===== src/rtl/conv_layer_scheduler.sv =====
// rtl/conv_layer_scheduler.sv - layer sequencer running the convolution control unit once per output channel.
// Define CONV_SCHED_PERF_EN to add the saturating busy-cycle counter perf_cycles.
module conv_layer_scheduler #(
  parameter int OUT_CH_W   = 9,
  parameter int RST_CYCLES = 4
) (
  input  logic                clk,
  input  logic                Reset,
  input  logic                start,
  input  logic                abort,
  input  logic [1:0]          cfg_channel_choose,
  input  logic [2:0]          cfg_image_choose,
  input  logic [OUT_CH_W-1:0] cfg_out_channels,
  input  logic                cu_slave_select,
  input  logic                cu_conv_DONE,
  input  logic                drain_done,
  output logic                cu_reset_n,
  output logic                Load_kernel_BRAM,
  output logic [1:0]          CHANNEL_SIZE_choose,
  output logic [2:0]          IMAGE_SIZE_choose,
  output logic                drain_req,
  output logic [OUT_CH_W-1:0] out_ch_idx,
  output logic                busy,
`ifdef CONV_SCHED_PERF_EN
  output logic [31:0]         perf_cycles,
`endif
  output logic                layer_done
);

  localparam int RCW = (RST_CYCLES > 1) ? $clog2(RST_CYCLES) : 1;
  localparam logic [RCW-1:0] RST_LAST = RCW'(RST_CYCLES - 1);

  typedef enum logic [2:0] {
    S_IDLE,
    S_CU_RST,
    S_LOAD,
    S_RUN,
    S_DRAIN,
    S_FIN
  } state_t;

  state_t              state;
  logic [RCW-1:0]      rst_cnt;
  logic [OUT_CH_W-1:0] out_ch_cnt;
  logic [OUT_CH_W-1:0] last_idx;

  assign last_idx = out_ch_cnt - OUT_CH_W'(1);

  // Outputs are written together with the state they belong to, so each one
  // is a registered function of the state just entered.
  always_ff @(posedge clk or posedge Reset) begin
    if (Reset) begin
      state               <= S_IDLE;
      rst_cnt             <= '0;
      out_ch_cnt          <= OUT_CH_W'(1);
      out_ch_idx          <= '0;
      CHANNEL_SIZE_choose <= '0;
      IMAGE_SIZE_choose   <= '0;
      cu_reset_n          <= 1'b1;
      Load_kernel_BRAM    <= 1'b0;
      drain_req           <= 1'b0;
      busy                <= 1'b0;
      layer_done          <= 1'b0;
    end else if (abort) begin
      state            <= S_IDLE;
      cu_reset_n       <= 1'b0;
      Load_kernel_BRAM <= 1'b0;
      drain_req        <= 1'b0;
      busy             <= 1'b0;
      layer_done       <= 1'b0;
    end else begin
      layer_done <= 1'b0;
      case (state)
        S_IDLE: begin
          cu_reset_n <= 1'b1;
          if (start) begin
            CHANNEL_SIZE_choose <= cfg_channel_choose;
            IMAGE_SIZE_choose   <= cfg_image_choose;
            out_ch_cnt          <= (cfg_out_channels == '0) ? OUT_CH_W'(1) : cfg_out_channels;
            out_ch_idx          <= '0;
            rst_cnt             <= '0;
            cu_reset_n          <= 1'b0;
            busy                <= 1'b1;
            state               <= S_CU_RST;
          end
        end
        S_CU_RST: begin
          if (rst_cnt == RST_LAST) begin
            cu_reset_n       <= 1'b1;
            Load_kernel_BRAM <= 1'b1;
            state            <= S_LOAD;
          end else begin
            rst_cnt <= rst_cnt + RCW'(1);
          end
        end
        // slave_select low means the control unit has taken the kernel load
        S_LOAD: begin
          if (!cu_slave_select) begin
            Load_kernel_BRAM <= 1'b0;
            state            <= S_RUN;
          end
        end
        S_RUN: begin
          if (cu_conv_DONE) begin
            drain_req <= 1'b1;
            state     <= S_DRAIN;
          end
        end
        S_DRAIN: begin
          if (drain_done) begin
            drain_req <= 1'b0;
            if (out_ch_idx == last_idx) begin
              layer_done <= 1'b1;
              state      <= S_FIN;
            end else begin
              out_ch_idx <= out_ch_idx + OUT_CH_W'(1);
              rst_cnt    <= '0;
              cu_reset_n <= 1'b0;
              state      <= S_CU_RST;
            end
          end
        end
        S_FIN: begin
          busy  <= 1'b0;
          state <= S_IDLE;
        end
        default: begin
          cu_reset_n       <= 1'b1;
          Load_kernel_BRAM <= 1'b0;
          drain_req        <= 1'b0;
          busy             <= 1'b0;
          state            <= S_IDLE;
        end
      endcase
    end
  end

`ifdef CONV_SCHED_PERF_EN
  always_ff @(posedge clk or posedge Reset) begin
    if (Reset) begin
      perf_cycles <= '0;
    end else if (state == S_IDLE && start && !abort) begin
      perf_cycles <= '0;
    end else if (busy && perf_cycles != 32'hFFFF_FFFF) begin
      perf_cycles <= perf_cycles + 32'd1;
    end
  end
`endif

endmodule


===== config.mk =====
export PLATFORM = sky130hd
export DESIGN_NAME = conv_layer_scheduler
export DESIGN_NICKNAME = d
export VERILOG_FILES = /design/src/rtl/conv_layer_scheduler.sv
export SDC_FILE = /design/constraint.sdc
export NUM_CORES = 1
export LEC_CHECK = 0
export BUFFER_PORTS_ARGS = -buffer_cell sky130_fd_sc_hd__buf_2
export CORE_MARGIN = 3
export CORE_UTILIZATION = 44
export CTS_BUF_LIST = sky130_fd_sc_hd__clkbuf_4 sky130_fd_sc_hd__clkbuf_8
export DETAILED_ROUTE_END_ITERATION = 6
export GPL_TIMING_DRIVEN = 0
export HOLD_SLACK_MARGIN = 0.05
export PLACE_DENSITY = 0.71
export SYNTH_ARGS = -nofsm -noshare
export SYNTH_HDL_FRONTEND = slang
export SYNTH_SLANG_ARGS = --single-unit
export TNS_END_PERCENT = 20

===== constraint.sdc =====
create_clock -name clk -period 3.35 [get_ports clk]
set_clock_uncertainty 0.1 [all_clocks]
set_input_delay 0.5025 -clock clk [delete_from_list [all_inputs] [get_ports clk]]
set_output_delay 0.5025 -clock clk [all_outputs]
set_load 0.01 [all_outputs]

# Yosys cells after proc, flatten, opt, wreduce, memory -nomap -nowiden
# Index checks and enable logic that the tools add are counted.
[totals] reg_bits=33 output_inout_bits=19 wordCells=90
[classes] addsub=3 n_eq_ne=21 n_mux=38 n_bitwise=1 n_reduce_logical=16
[ops] op="$mux 9" count=4
[ops] op="$mux 3" count=7
[ops] op="$ne 3x3->1 const B" count=6
[ops] op="$pmux 9 s2" count=1
[ops] op="$mux 1" count=16
[ops] op="$pmux 3 s5" count=1
[ops] op="$reduce_or 4->1" count=3
[ops] op="$reduce_and 5->1" count=2
[ops] op="$add 9x1->9 const B" count=1
[ops] op="$eq 9x9->1" count=1
[ops] op="$logic_not 9->1" count=1
[ops] op="$reduce_and 3->1" count=3
[ops] op="$sub 9x1->9 const B" count=1
[ops] op="$mux 2" count=4
[ops] op="$ne 2x1->1 const B" count=4
[ops] op="$ne 2x2->1 const B" count=4
[ops] op="$eq 3x2->1 const B" count=2
[ops] op="$eq 3x3->1 const B" count=2
[ops] op="$pmux 1 s3" count=2
[ops] op="$pmux 2 s3" count=1
[ops] op="$reduce_and 6->1" count=1
[ops] op="$pmux 1 s4" count=1
[ops] op="$reduce_and 4->1" count=1
[ops] op="$eq 3x1->1 const B" count=1
[ops] op="9 further kinds" count=9

# Longest topological paths before layout
[depth] word_depth=6 ltp_mapped=9 mapped_depth_nobuf=8

# Worst setup path before layout
# No wires, ideal clock.
[synth_timing] path_type="register to register" startpoint="register out_ch_cnt[0]" endpoint="register out_ch_idx[0]" arrival_time_ns=2.184 setup_slack_ns=0.939 path_stages_with_launch=9 path_buffers=0 period_less_slack_ns=2.411 cell_sequence="dfstp_2 -> inv_1 -> ha_1 -> xor3_1 -> nor4_1 -> o21ai_0 -> nor4_4 -> nor3_1 -> mux2_1"
[synth_via] elab_chain_cells=4
[synth_lines] item="start: declaration" line_no="44" text="logic [OUT_CH_W-1:0] out_ch_cnt;"
[synth_lines] item="start signal: assignment" line_no="79" text="out_ch_cnt <= (cfg_out_channels == '0) ? OUT_CH_W'(1) : cfg_out_channels;"
[synth_lines] item="$sub 9x1->9" line_no="47" text="assign last_idx = out_ch_cnt - OUT_CH_W'(1);"
[synth_lines] item="$eq 9x9->1" line_no="112" text="if (out_ch_idx == last_idx) begin"
[synth_lines] item="$ne 2x2->1 (no source line)"
[synth_lines] item="$reduce_and 5->1 (no source line)"
[synth_lines] item="end signal: assignment" line_no="116" text="out_ch_idx <= out_ch_idx + OUT_CH_W'(1);"
[synth_lines] item="end: declaration" line_no="22" text="output logic [OUT_CH_W-1:0] out_ch_idx,"
# No other way between the ends.
# A chain may end at the register's enable or synchronous reset.

# Worst setup path after layout
[layout_timing] startpoint="register out_ch_cnt[0]" endpoint="register rst_cnt[0]"
[layout_via] elab_chain_cells=4
[layout_lines] item="$sub 9x1->9" line_no="47"
[layout_lines] item="$eq 9x9->1" line_no="112"
[layout_lines] item="$ne 2x2->1 (no source line)"
[layout_lines] item="$reduce_and 6->1 (no source line)"
[layout_lines] item="end signal: assignment" line_no="93" text="rst_cnt <= rst_cnt + RCW'(1);"
[layout_lines] item="end: declaration" line_no="43" text="logic [RCW-1:0] rst_cnt;"
# No other way between the ends.

==> flow_summary.toml <==
[clock_network]
ctsRootBufferMaster = "clkbuf_8"
cts_tree = "yes"
cts.sinks = 33
clock_latency_ps = 280
cts_resized = 0
cts_setup_buffers = 0
clk_path_buf_depth = 2
postCtsHoldBufs = 0
htreeDepth = 2
cts_buffers = 5
clkTransAtPathRegs_ps = 70

[power_and_ir_drop]
seq_power_share = 0.390
power_frac_comb = 0.428
cellPowerDensity_nw_per_um2 = 691.8
internal_power_mw = 0.9966
finalPower_mw = 1.633
switching_share = 0.3898
p_switching_mw = 0.6367
p_leak_nw = 1.067
power_frac_clock = 0.182
ir_drop_v = 0.0003586

[critical_path]
cp-startpoint = "out_ch_cnt[0]"
regToRegSetupSlack_ps = 450
crit_fanout = 10
cp-end-kind = "register"
cp.arrival_ps = 2990
critical_path_required_ps = 3440
reg2reg_from = "out_ch_cnt[0]"
critPathKind = "reg2reg"
critPathLaunchType = "register"

[global_route]
grt_overflow = 0
grt_antenna_before_repair = 0
grt.total_usage = 0.1766
grt_max_degree = 34
grt_pass1_wl_mm = 7.410
grt_pass1_vias = 1519

[timing]
fin_tns_setup_ps = 0
max_clock_freq_mhz = 344.9
final_hold_viol_count = 0
layout_min_cycle_time_ps = 2899
fin_crit_sh = 0.8654
setup_viol = 0
whs_ps = 188.3
final_max_slew_viol_count = 0
worst_slew_pin_slew_ps = 1123
rsz0062_at_grt = "false"
max-slew-margin-rel = 0.2445

[route]
drt_iter0_markers = 107
drc = 0
via_per_inst = 5.626
drtAntennaViolNets = 0
dr.pass1.iters = 4
wl_per_cell_um = 14.73
vias = 1699
wl_mm = 4.448

[synth]
yosysWarnings = 0
syn_area_um2 = 1989
ys.flop_type = "dfrtp_1"
synth_cells = 204
yosysSeqAreaShare = 0.4164
synth-seq-cells = 33
synth_edf_count = 0
synth.distinct_cells = 50
synthArstFlopShare = 1.000
syn-num-nets = 228
syn_area_per_cell_um2 = 9.752

[layout]
fill_cells = 366
area_growth_pct = 18.68
fin_util = 0.5658
drive_gt1_frac = 0.2976
nNetsFinal = 275
multi_input_area_um2 = 1080
regArea_um2 = 828.3
diodes = 0

[place]
gp_congestion = 0.8600
portBuffers = 39
hpwl_mm = 3.303

[run]
drv_cap = 0

[floorplanning]
num_io_pins = 40
die_y_um = 73.24
row_count = 23
die_w_um = 73.24
core_um2 = 4173
initial_core_util = 0.4768
die-area_um2 = 5364

[worst_hold_path]
holdCritPathClass = "in2async"

[run_status]
outcome = "finished, final reports clean"
-- cells by family (layout without fill, tap and decap cells) --
family          count (synthesis)  count (layout)  share of synthesized area
compound gates                 38              38                     0.1315
xor+xnor                       13              13                    0.06478
fa+ha+maj                       3               3                    0.01887
buf+inv                        18              66                    0.04088
flops                          33              33                     0.4163
mux                            16              16                    0.08931
simple gates                   83              83                     0.2384
-- worst paths after layout --
check,to,cells after the start
max in group asynchronous,cu_reset_n,3
min in group clk,IMAGE_SIZE_choose[1],2
worst max register to register,rst_cnt[0],9
worst min-delay path,out_ch_idx[3],2
worst min register to register,IMAGE_SIZE_choose[1],1
worst max-delay path,rst_cnt[0],9
-- metal layers --
layer / up-vias / routed length, um / global-route usage
met5: - / 0 / 0
met3: 5 / 196 / 0.04270
met2: 47 / 2066 / 0.2542
met4: 0 / 34 / 0.03689
li1: 840 / - / -
met1: 807 / 2152 / 0.2676
-- cell usage after synthesis (all sizes together), types with 2 or more instances --
cell type / count / area [um^2]
nand3b: 3 / 22.52
nand4b: 2 / 17.52
nand4: 2 / 12.51
clkbuf: 5 / 18.77
xor2: 6 / 52.55
nor3: 6 / 30.03
o41ai: 2 / 17.52
nand3: 14 / 70.07
and3: 2 / 12.51
mux2i: 2 / 20.02
nand2: 17 / 66.32
o21ai: 17 / 85.08
o311ai: 2 / 17.52
inv: 9 / 33.78
a211oi: 2 / 20.02
nor4: 7 / 65.06
mux2: 14 / 157.6
buf: 4 / 28.78
a21oi: 7 / 35.03
dfstp: 2 / 52.55
ha: 3 / 37.54
nor2: 16 / 60.06
dfrtp: 31 / 775.7
nand2b: 6 / 37.54
xnor2: 6 / 52.55
-- sequential cells by signal, indices dropped and copies added (netlist names), 2 cells and up --
| register | cells |
|---|---|
| out_ch_idx | 9 |
| CHANNEL_SIZE_choose | 2 |
| out_ch_cnt | 9 |
| rst_cnt | 2 |
| IMAGE_SIZE_choose | 3 |
| state | 3 |
-- area by class of cell --
type                            instances  share of cell area
Inverter                                9             0.01431
Tap cell                               50             0.02650
Clock buffer                            6             0.03233
Buffer                                  9             0.02014
Clock inverter                          2            0.004240
Multi-Input combinational cell        153              0.4573
Timing Repair Buffer                   40             0.09433
Sequential cell                        33              0.3508
-- worst max-delay path: stages, from the launching register on --
cell and delay [ps]:
dfstp_2 560, inv_1 60, ha_1 270, xor3_1 380, nor4_1 370, o21ai_0 240
nor4_4 400, buf_6 210, nand4_1 100, o211ai_1 120
-- power groups by stage --
stage,Combinational (mW),Sequential (mW),Clock [mW]
2_1_floorplan,0.524,0.640,0
3_3_place_gp,0.685,0.637,0
3_5_place_dp,0.694,0.646,0
4_1_cts,0.698,0.639,0.306
5_1_grt,0.782,0.657,0.326
6_report,0.699,0.636,0.297
-- placed cells by master (no fill, tap or decap), drive strengths merged, types with 3 or more instances in the layout --
cell     n
o21ai   17
dfrtp   31
clkbuf  11
inv      9
xnor2    6
nand2   17
a21oi    7
nor4     7
nand2b   6
ha       3
mux2    14
nand3b   3
nand3   14
nor3     6
buf     44
xor2     6
nor2    16
-- per-stage QoR --
stage          std cells  setup WS, ps  area [um^2]
3_3_place_gp         293         591.8         2247
5_1_grt              302         238.7         2361
2_1_floorplan        204         938.9         1989
6_report             302         450.9         2361
4_1_cts              301         470.1         2333
3_5_place_dp         293         501.3         2247
Note: power is estimated with default switching activity, not from simulation.
